[config.mk]
export PLATFORM = sky130hd
export DESIGN_NAME = cdb_arbiter
export DESIGN_NICKNAME = d
export VERILOG_FILES = /design/src/rtl/cdb_arbiter_pkg.sv /design/src/rtl/cdb_arbiter_rr_pick.sv /design/src/rtl/cdb_arbiter.sv
export SDC_FILE = /design/constraint.sdc
export NUM_CORES = 1
export LEC_CHECK = 0
export CAP_MARGIN = 40
export CORE_AREA = 2 2 92 94
export DETAILED_ROUTE_END_ITERATION = 8
export DIE_AREA = 0 0 94 96
export PLACE_DENSITY_LB_ADDON = 0.2
export SLEW_MARGIN = 20
export SYNTH_ARGS = -nofsm -noshare
export SYNTH_HDL_FRONTEND = slang
export SYNTH_SLANG_ARGS = --single-unit
[constraint.sdc]
create_clock -name clk -period 4.2 [get_ports clk]
set_clock_uncertainty 0.2 [all_clocks]
set_input_delay 0.42 -clock clk [delete_from_list [all_inputs] [get_ports clk]]
set_output_delay 0.42 -clock clk [all_outputs]
set_load 0.01 [all_outputs]
[src/rtl/cdb_arbiter_pkg.sv]
// Shared CDB definitions: bus widths, requester count, functional-unit
// slot assignments and the reserved "no producer" label.
package cdb_arbiter_pkg;

    localparam int CDB_NREQ    = 4;
    localparam int CDB_DATA_W  = 32;
    localparam int CDB_LABEL_W = 4;

    // Functional-unit slot on the CDB request vector.
    localparam int FU_ALU   = 0;
    localparam int FU_MDU   = 1;
    localparam int FU_LSU   = 2;
    localparam int FU_SPARE = 3;

    // Label 0 never names a producer; an idle CDB carries it.
    localparam int NULL_LABEL = 0;

endpackage

[src/rtl/cdb_arbiter_rr_pick.sv]
// Rotating-priority picker: returns a one-hot grant for the first set
// request found when scanning from ptr upward, wrapping modulo N.
// Purely combinational so it can also drive reservation-station issue.
module rr_priority_pick #(
    parameter int N  = 4,
    parameter int IW = $clog2(N)
) (
    input  logic [N-1:0]  req,
    input  logic [IW-1:0] ptr,
    output logic [N-1:0]  grant
);

    logic [IW:0]   sum;
    logic [IW-1:0] idx;
    logic          found;

    // Scan N slots starting at ptr; the first requester seen wins.
    always_comb begin
        grant = '0;
        found = 1'b0;
        sum   = '0;
        idx   = '0;
        for (int k = 0; k < N; k++) begin
            sum = {1'b0, ptr} + (IW + 1)'(k);
            if (sum >= (IW + 1)'(N)) begin
                sum = sum - (IW + 1)'(N);
            end
            idx = sum[IW-1:0];
            if (!found && req[idx]) begin
                grant[idx] = 1'b1;
                found      = 1'b1;
            end
        end
    end

endmodule

[src/rtl/cdb_arbiter.sv]
// Common data bus arbiter: grants one finished functional-unit result per
// cycle with rotating priority and broadcasts it on registered CDB outputs
// in the following cycle.
module cdb_arbiter
    import cdb_arbiter_pkg::*;
#(
    parameter int NREQ    = CDB_NREQ,
    parameter int DATA_W  = CDB_DATA_W,
    parameter int LABEL_W = CDB_LABEL_W,
    parameter int IW      = $clog2(NREQ)
) (
    input  logic                      clk,
    input  logic                      nRST,
    input  logic [NREQ-1:0]           require,
    input  logic [NREQ*DATA_W-1:0]    reqData,
    input  logic [NREQ*LABEL_W-1:0]   reqLabel,
    input  logic                      cdbEnable,
    output logic [NREQ-1:0]           requireAC,
    output logic                      cdbValid,
    output logic [DATA_W-1:0]         cdbData,
    output logic [LABEL_W-1:0]        cdbLabel,
    output logic [IW-1:0]             grantIdx
);

    logic [IW-1:0]      rrPtr;
    logic [NREQ-1:0]    pick_gnt;
    logic               gnt_any;
    logic [IW-1:0]      gnt_idx;
    logic [IW-1:0]      ptr_next;
    logic [DATA_W-1:0]  sel_data;
    logic [LABEL_W-1:0] sel_label;

    rr_priority_pick #(
        .N  (NREQ),
        .IW (IW)
    ) u_pick (
        .req   (require),
        .ptr   (rrPtr),
        .grant (pick_gnt)
    );

    // No acknowledge while held in reset or while the bus is frozen.
    assign requireAC = (nRST && cdbEnable) ? pick_gnt : '0;
    assign gnt_any   = |requireAC;

    // Encode the one-hot acknowledge and steer the winner's result.
    always_comb begin
        gnt_idx   = '0;
        sel_data  = '0;
        sel_label = '0;
        for (int i = 0; i < NREQ; i++) begin
            if (requireAC[i]) begin
                gnt_idx   = IW'(i);
                sel_data  = reqData[i*DATA_W +: DATA_W];
                sel_label = reqLabel[i*LABEL_W +: LABEL_W];
            end
        end
        ptr_next = (gnt_idx == IW'(NREQ - 1)) ? '0 : gnt_idx + 1'b1;
    end

    // Capture the granted result for a one-cycle broadcast; advance priority past the winner.
    always_ff @(posedge clk or negedge nRST) begin
        if (!nRST) begin
            cdbValid <= 1'b0;
            cdbData  <= '0;
            cdbLabel <= LABEL_W'(NULL_LABEL);
            grantIdx <= '0;
            rrPtr    <= '0;
        end else if (gnt_any) begin
            cdbValid <= 1'b1;
            cdbData  <= sel_data;
            cdbLabel <= sel_label;
            grantIdx <= gnt_idx;
            rrPtr    <= ptr_next;
        end else begin
            cdbValid <= 1'b0;
            cdbData  <= '0;
            cdbLabel <= LABEL_W'(NULL_LABEL);
        end
    end

endmodule

== Word-level counts from Yosys, hierarchy flattened ==
Cells that the tools add are included.
Storage, ports and cells
  bits of input ports: 151
  word-level logic and storage cells: 84
  register bits after elaboration: 41
Cells by class
  muxes and demuxes: 43
  reduce and logical (&&, ||, !) cells: 12
  add/subtract/negate cells: 8
  $lt $le $gt $ge: 12
  equality and inequality tests: 1
  bitwise gates (word level): 3
Operator list (count)
  two-way mux 32 bit: 5
  two-way mux 4 bit: 10
  two-way mux 2 bit: 7
  two-way mux 1 bit: 13
  < comparator 2 x 3 -> 1 bit, second input constant: 4
  bitwise OR 4 bit: 3
  >= comparator 3 bit, second input constant: 3
  binary-select mux 1 bit (select 2 bit): 4
  demux 1 bit (select 2 bit): 4
  >= comparator 2 x 1 -> 1 bit, second input constant: 4
  logical AND 1 bit: 8
  subtractor 2 x 1 -> 2 bit, second input constant: 4
  adder 2 x 2 -> 3 bit, second input constant: 2
  OR reduction 4 bit: 1
  adder 2 x 1 -> 3 bit, second input constant: 1
  >= comparator 2 x 3 -> 1 bit, second input constant: 1
  zero test 1 bit: 3
  adder 2 x 1 -> 2 bit, second input constant: 1
  == test 2 bit, second input constant: 1

== Depth between registers and ports, before layout ==
  word-level depth: 20
  depth in mapped cells: 12

== Cells and area by module ==
A second synthesis with hierarchy kept.
Second synthesis, totals
  cells, all modules: 302
  area total of the unflattened synthesis: 2807.7 um^2
By module, submodules not included
  cdb_arbiter: seq. area each 1026.0 um^2, cells each 272, times used 1, area each 2504.9 um^2
  rr_priority_pick: seq. area each 0.0 um^2, cells each 30, times used 1, area each 302.8 um^2

== Least setup slack after synthesis ==
OpenSTA, ideal clock, no wires.
  path type: register -> register
  start: register rrPtr[0]
  end: register cdbData[13]
  required time: 3853 ps
  stages on the path, launching flop included: 12
  path buffers: 3
  clock period less this slack: 2918 ps
  path slack: 1282 ps
  arrival time: 2571 ps
  library setup time: 147 ps
  cell sequence: dfrtp_1 buf_6 inv_1 ha_1 mux4_1 nor2b_1 a221o_1 a21o_1 clkbuf_1 buf_4 a221oi_2 o41ai_2
On the way
  cells in the longest elaborated chain, start to end: 20
  elaborated cells between the ends (all ways): 66
RTL lines
  start, declared: line cdb_arbiter.sv:25  | logic [IW-1:0] rrPtr;
  start signal, assigned: line cdb_arbiter.sv:74  | rrPtr <= ptr_next;
  parallel branches: the longest is 13 deep, another holds adder 2 x 1 -> 3 bit
  two-way mux 4 bit *: line cdb_arbiter_rr_pick.sv:29  | if (!found && req[idx]) begin
  two-way mux 4 bit *: line cdb_arbiter.sv:43  | assign requireAC = (nRST && cdbEnable) ? pick_gnt : '0;
  two-way mux 32 bit (4 in a row): line cdb_arbiter.sv:52  | if (requireAC[i]) begin
  two-way mux 32 bit *: line cdb_arbiter.sv:69  | end else if (gnt_any) begin
  end signal, assigned: line cdb_arbiter.sv:71  | cdbData <= sel_data;
  end, declared: line cdb_arbiter.sv:20  | output logic [DATA_W-1:0] cdbData,
Every way passes the cells marked *. The select of a mux whose other input is x is not followed.
A chain may end at the register's enable or synchronous reset.

== Worst setup path after layout ==
  start: register rrPtr[0]
  end: output port requireAC[0]
On the way
  cells in the longest elaborated chain, start to end: 15
  elaborated cells between the ends (all ways): 60
RTL lines
  parallel branches: the longest is 13 deep, another holds adder 2 x 1 -> 3 bit
  two-way mux 4 bit *: line cdb_arbiter_rr_pick.sv:29
  two-way mux 4 bit *: line cdb_arbiter.sv:43
  end, declared: line cdb_arbiter.sv:18  | output logic [NREQ-1:0] requireAC,
Marks and branches as above.

==> flow_summary.yaml <==
detailed_routing:
  vias: 3387
  drt-pass1-iter-count: 4
  route.detailed.drc: 0
  drt_iter0_drc: 145
  ant_nets: 0
  drt-total-wl_mm: 11.4
  drt-wirelength-per-cell_um: 19.3
  via_per_inst: 5.76
global_route:
  grt.overflow.total: 0
  grt_pass1_vias: 3463
  track_usage_pct: 24.3
  grt_max_degree: 42
  use_met3_pct: 5.40
  grt.met2_usage_pct: 45.7
  grt-busiest-layer: "met2"
  antenna_found_initial: 1
  grtUsageMet1_pct: 27.6
  grt_first_pass_wirelength_mm: 17.2
layout:
  fillers: 716
  layout_commonest_cell: "clkdlybuf4s50_1"
  final_cell_mix: "clkdlybuf4s50_1 (192), dfrtp_1 (41), nand2_1 (38), nor2_1 (38), nor3_1 (36)"
  syn_to_final_growth_pct: 68.9
  final_nets: 642
  final_area_um2: 4930
  drive_gt1_share_pct: 10.1
  diodes: 0
placement:
  dpl_cell_area_um2: 4860
  portBuffers: 193
  dp_hpwl_mm: 7.98
  gp_congestion: 0.914
logic_synthesis:
  yosys.area_share.simple_pct: 18.6
  synthXorXnorAreaFrac_pct: 0
  syn_area_per_cell_um2: 9.42
  yosys.area_share.adder_pct: 3.00
  ys_types: 34
  synth_mux_area_share_pct: 3.21
  ys_seq_area_share_pct: 35.1
  synth_area_leader_cell: "dfrtp_1"
  synth_edf_count: 0
  syn_nets: 468
  async_reset_ff_share_pct: 100
  synth_area_um2: 2920
  synth_top_area_share_pct: 35.1
  synth_top_flop_cell: "dfrtp_1"
  ys_warn_count: 0
  ys_seq_elements: 41
  syn_inst: 310
  synth_compound_area_share_pct: 31.7
  synth.area.top_cells: "dfrtp_1 (35%), a221oi_1 (8.1%), o41ai_1 (7.5%), nor3_1 (6.2%), o41ai_2 (6.1%)"
  synth_top_family_by_area: "compound AO/OA/AOI/OAI gates"
worst_setup_path:
  startpoint_type: "register"
  cp_data_arrival_time_ns: 3.34
  worstPathRequired_ns: 3.58
  reg2reg_setup_slack_ns: 0.58
  worstSetupPathType: "reg -> out"
  crit_fanout: 20
  cp-end-kind: "primary output"
die:
  rows: 33
  die_h_um: 96
  die_w_um: 94
  dieArea_um2: 9020
  core-area_um2: 8050
  io-pin-count: 194
  initial_core_util_pct: 36.3
cts:
  clockBufferDepth: 2
  clk_latency_ns: 0.29
  cts_num_sinks: 41
  numCtsBuffers: 5
  path_clk_slew_ns: 0.08
  clockRootBuffer: "clkbuf_8"
  cts_tree: "built"
  hold_buffers: 0
  htreeDepth: 2
  cts_setup_buffers: 0
  cts_resized: 0
pwr:
  vdd.ir_drop.worst_v: 0.000427
  powerDensity_nw_per_um2: 552
  leakage_nw: 1.91
run:
  drv_cap: 0
sta:
  relSlewSlack_pct: 61.9
  setup_viol: 0
  period_minus_slack_ns: 3.96
  rsz0062_at_grt: "no"
  post-route-period-util_pct: 94.2
  final_max_slew_viol_count: 0
  hold_violations: 0
  fmax_mhz: 253
  setup_tns_ns: 0
  tightest_slew_ns: 0.572
status:
  status: "completed"
hold_path:
  timing.hold.worst.class: "in -> async"
==> cells in the mapped netlist, types with 2 or more instances <==
cell type  number
and2_1          3
a21o_1          2
a221oi_2       10
a221o_1         4
nor2_1         38
inv_1           5
clkbuf_1       21
a221oi_1       27
buf_12          2
buf_2           7
nor2b_1         2
mux4_2          3
a211oi_1        3
o41ai_2        11
nand2_1        39
a21oi_1         5
buf_6           3
nor3_1         36
o41ai_1        25
dfrtp_1        41
ha_1            7
clkbuf_4        2
buf_4           3
==> state kept, by name, indices dropped and copies added, names as in the netlist <==
name      cells
grantIdx      2
cdbLabel      4
cdbData      32
rrPtr         2
cdbValid      1
==> where the power goes <==
group | switching, mW | leakage (nW) | internal (mW)
Sequential | 0.0601 | 0.535 | 0.541
Clock | 0.139 | 0.0399 | 0.110
Combinational | 0.988 | 1.34 | 0.885
==> path summary, 6_finish.rpt <==
check                            start            to  depth (start not counted)
max                           rrPtr[0]  requireAC[0]                          7
min                               nRST    cdbData[1]                          2
max reg2reg                   rrPtr[0]   cdbData[25]                          9
min reg2reg                grantIdx[1]   grantIdx[1]                          1
max in group asynchronous         nRST   cdbData[23]                          2
min in group clk           grantIdx[1]   grantIdx[1]                          1
==> kinds of logic (layout without fill, tap and decap cells) <==
group,count (synthesis),after routing
buf+inv,43,216
simple gates,124,124
flops,41,41
compound gates,91,91
fa+ha+maj,7,7
mux,4,4
==> critical path, cell delays in order (launching register included) <==
cell and delay (ns):
dfrtp_1 0.53, inv_1 0.17, ha_1 0.35, mux4_1 0.25, or3b_1 0.39, a2111oi_2 0.40, or2_4 0.36, clkdlybuf4s50_1 0.61
==> final cells by class <==
type                            instances  area [µm²]  area share, %
Clock buffer                            5        68.8           1.39
Clock inverter                          1        5.00          0.101
Inverter                                5        18.8          0.380
Multi-Input combinational cell        226        1670           33.8
Sequential cell                        41        1030           20.8
Tap cell                              105         131           2.66
Timing Repair Buffer                  205        2020           40.9
==> per-stage QoR <==
step | instances | total power, mW | setup WS [ns] | util (%) | hold WS [ns]
4_1_cts | 588 | 2.74 | 0.226 | 61.3 | 0.0487
3_3_place_gp | 582 | 2.45 | 0.494 | 60.4 | 0.306
6_report | 588 | 2.72 | 0.244 | 61.3 | 0.0386
3_5_place_dp | 582 | 2.48 | 0.378 | 60.4 | 0.277
5_1_grt | 588 | 2.91 | 0.0623 | 61.3 | 0.0826
2_1_floorplan | 310 | 1.82 | 1.28 | - | -0.0756
==> metal layers <==
layer  part of all wire, %  up-vias
met5                  0.11        -
met4                   2.1        2
met3                   6.9       26
met2                    51      149
met1                    40     1665
li1                      -     1545
(Power assumes the default switching activity.)
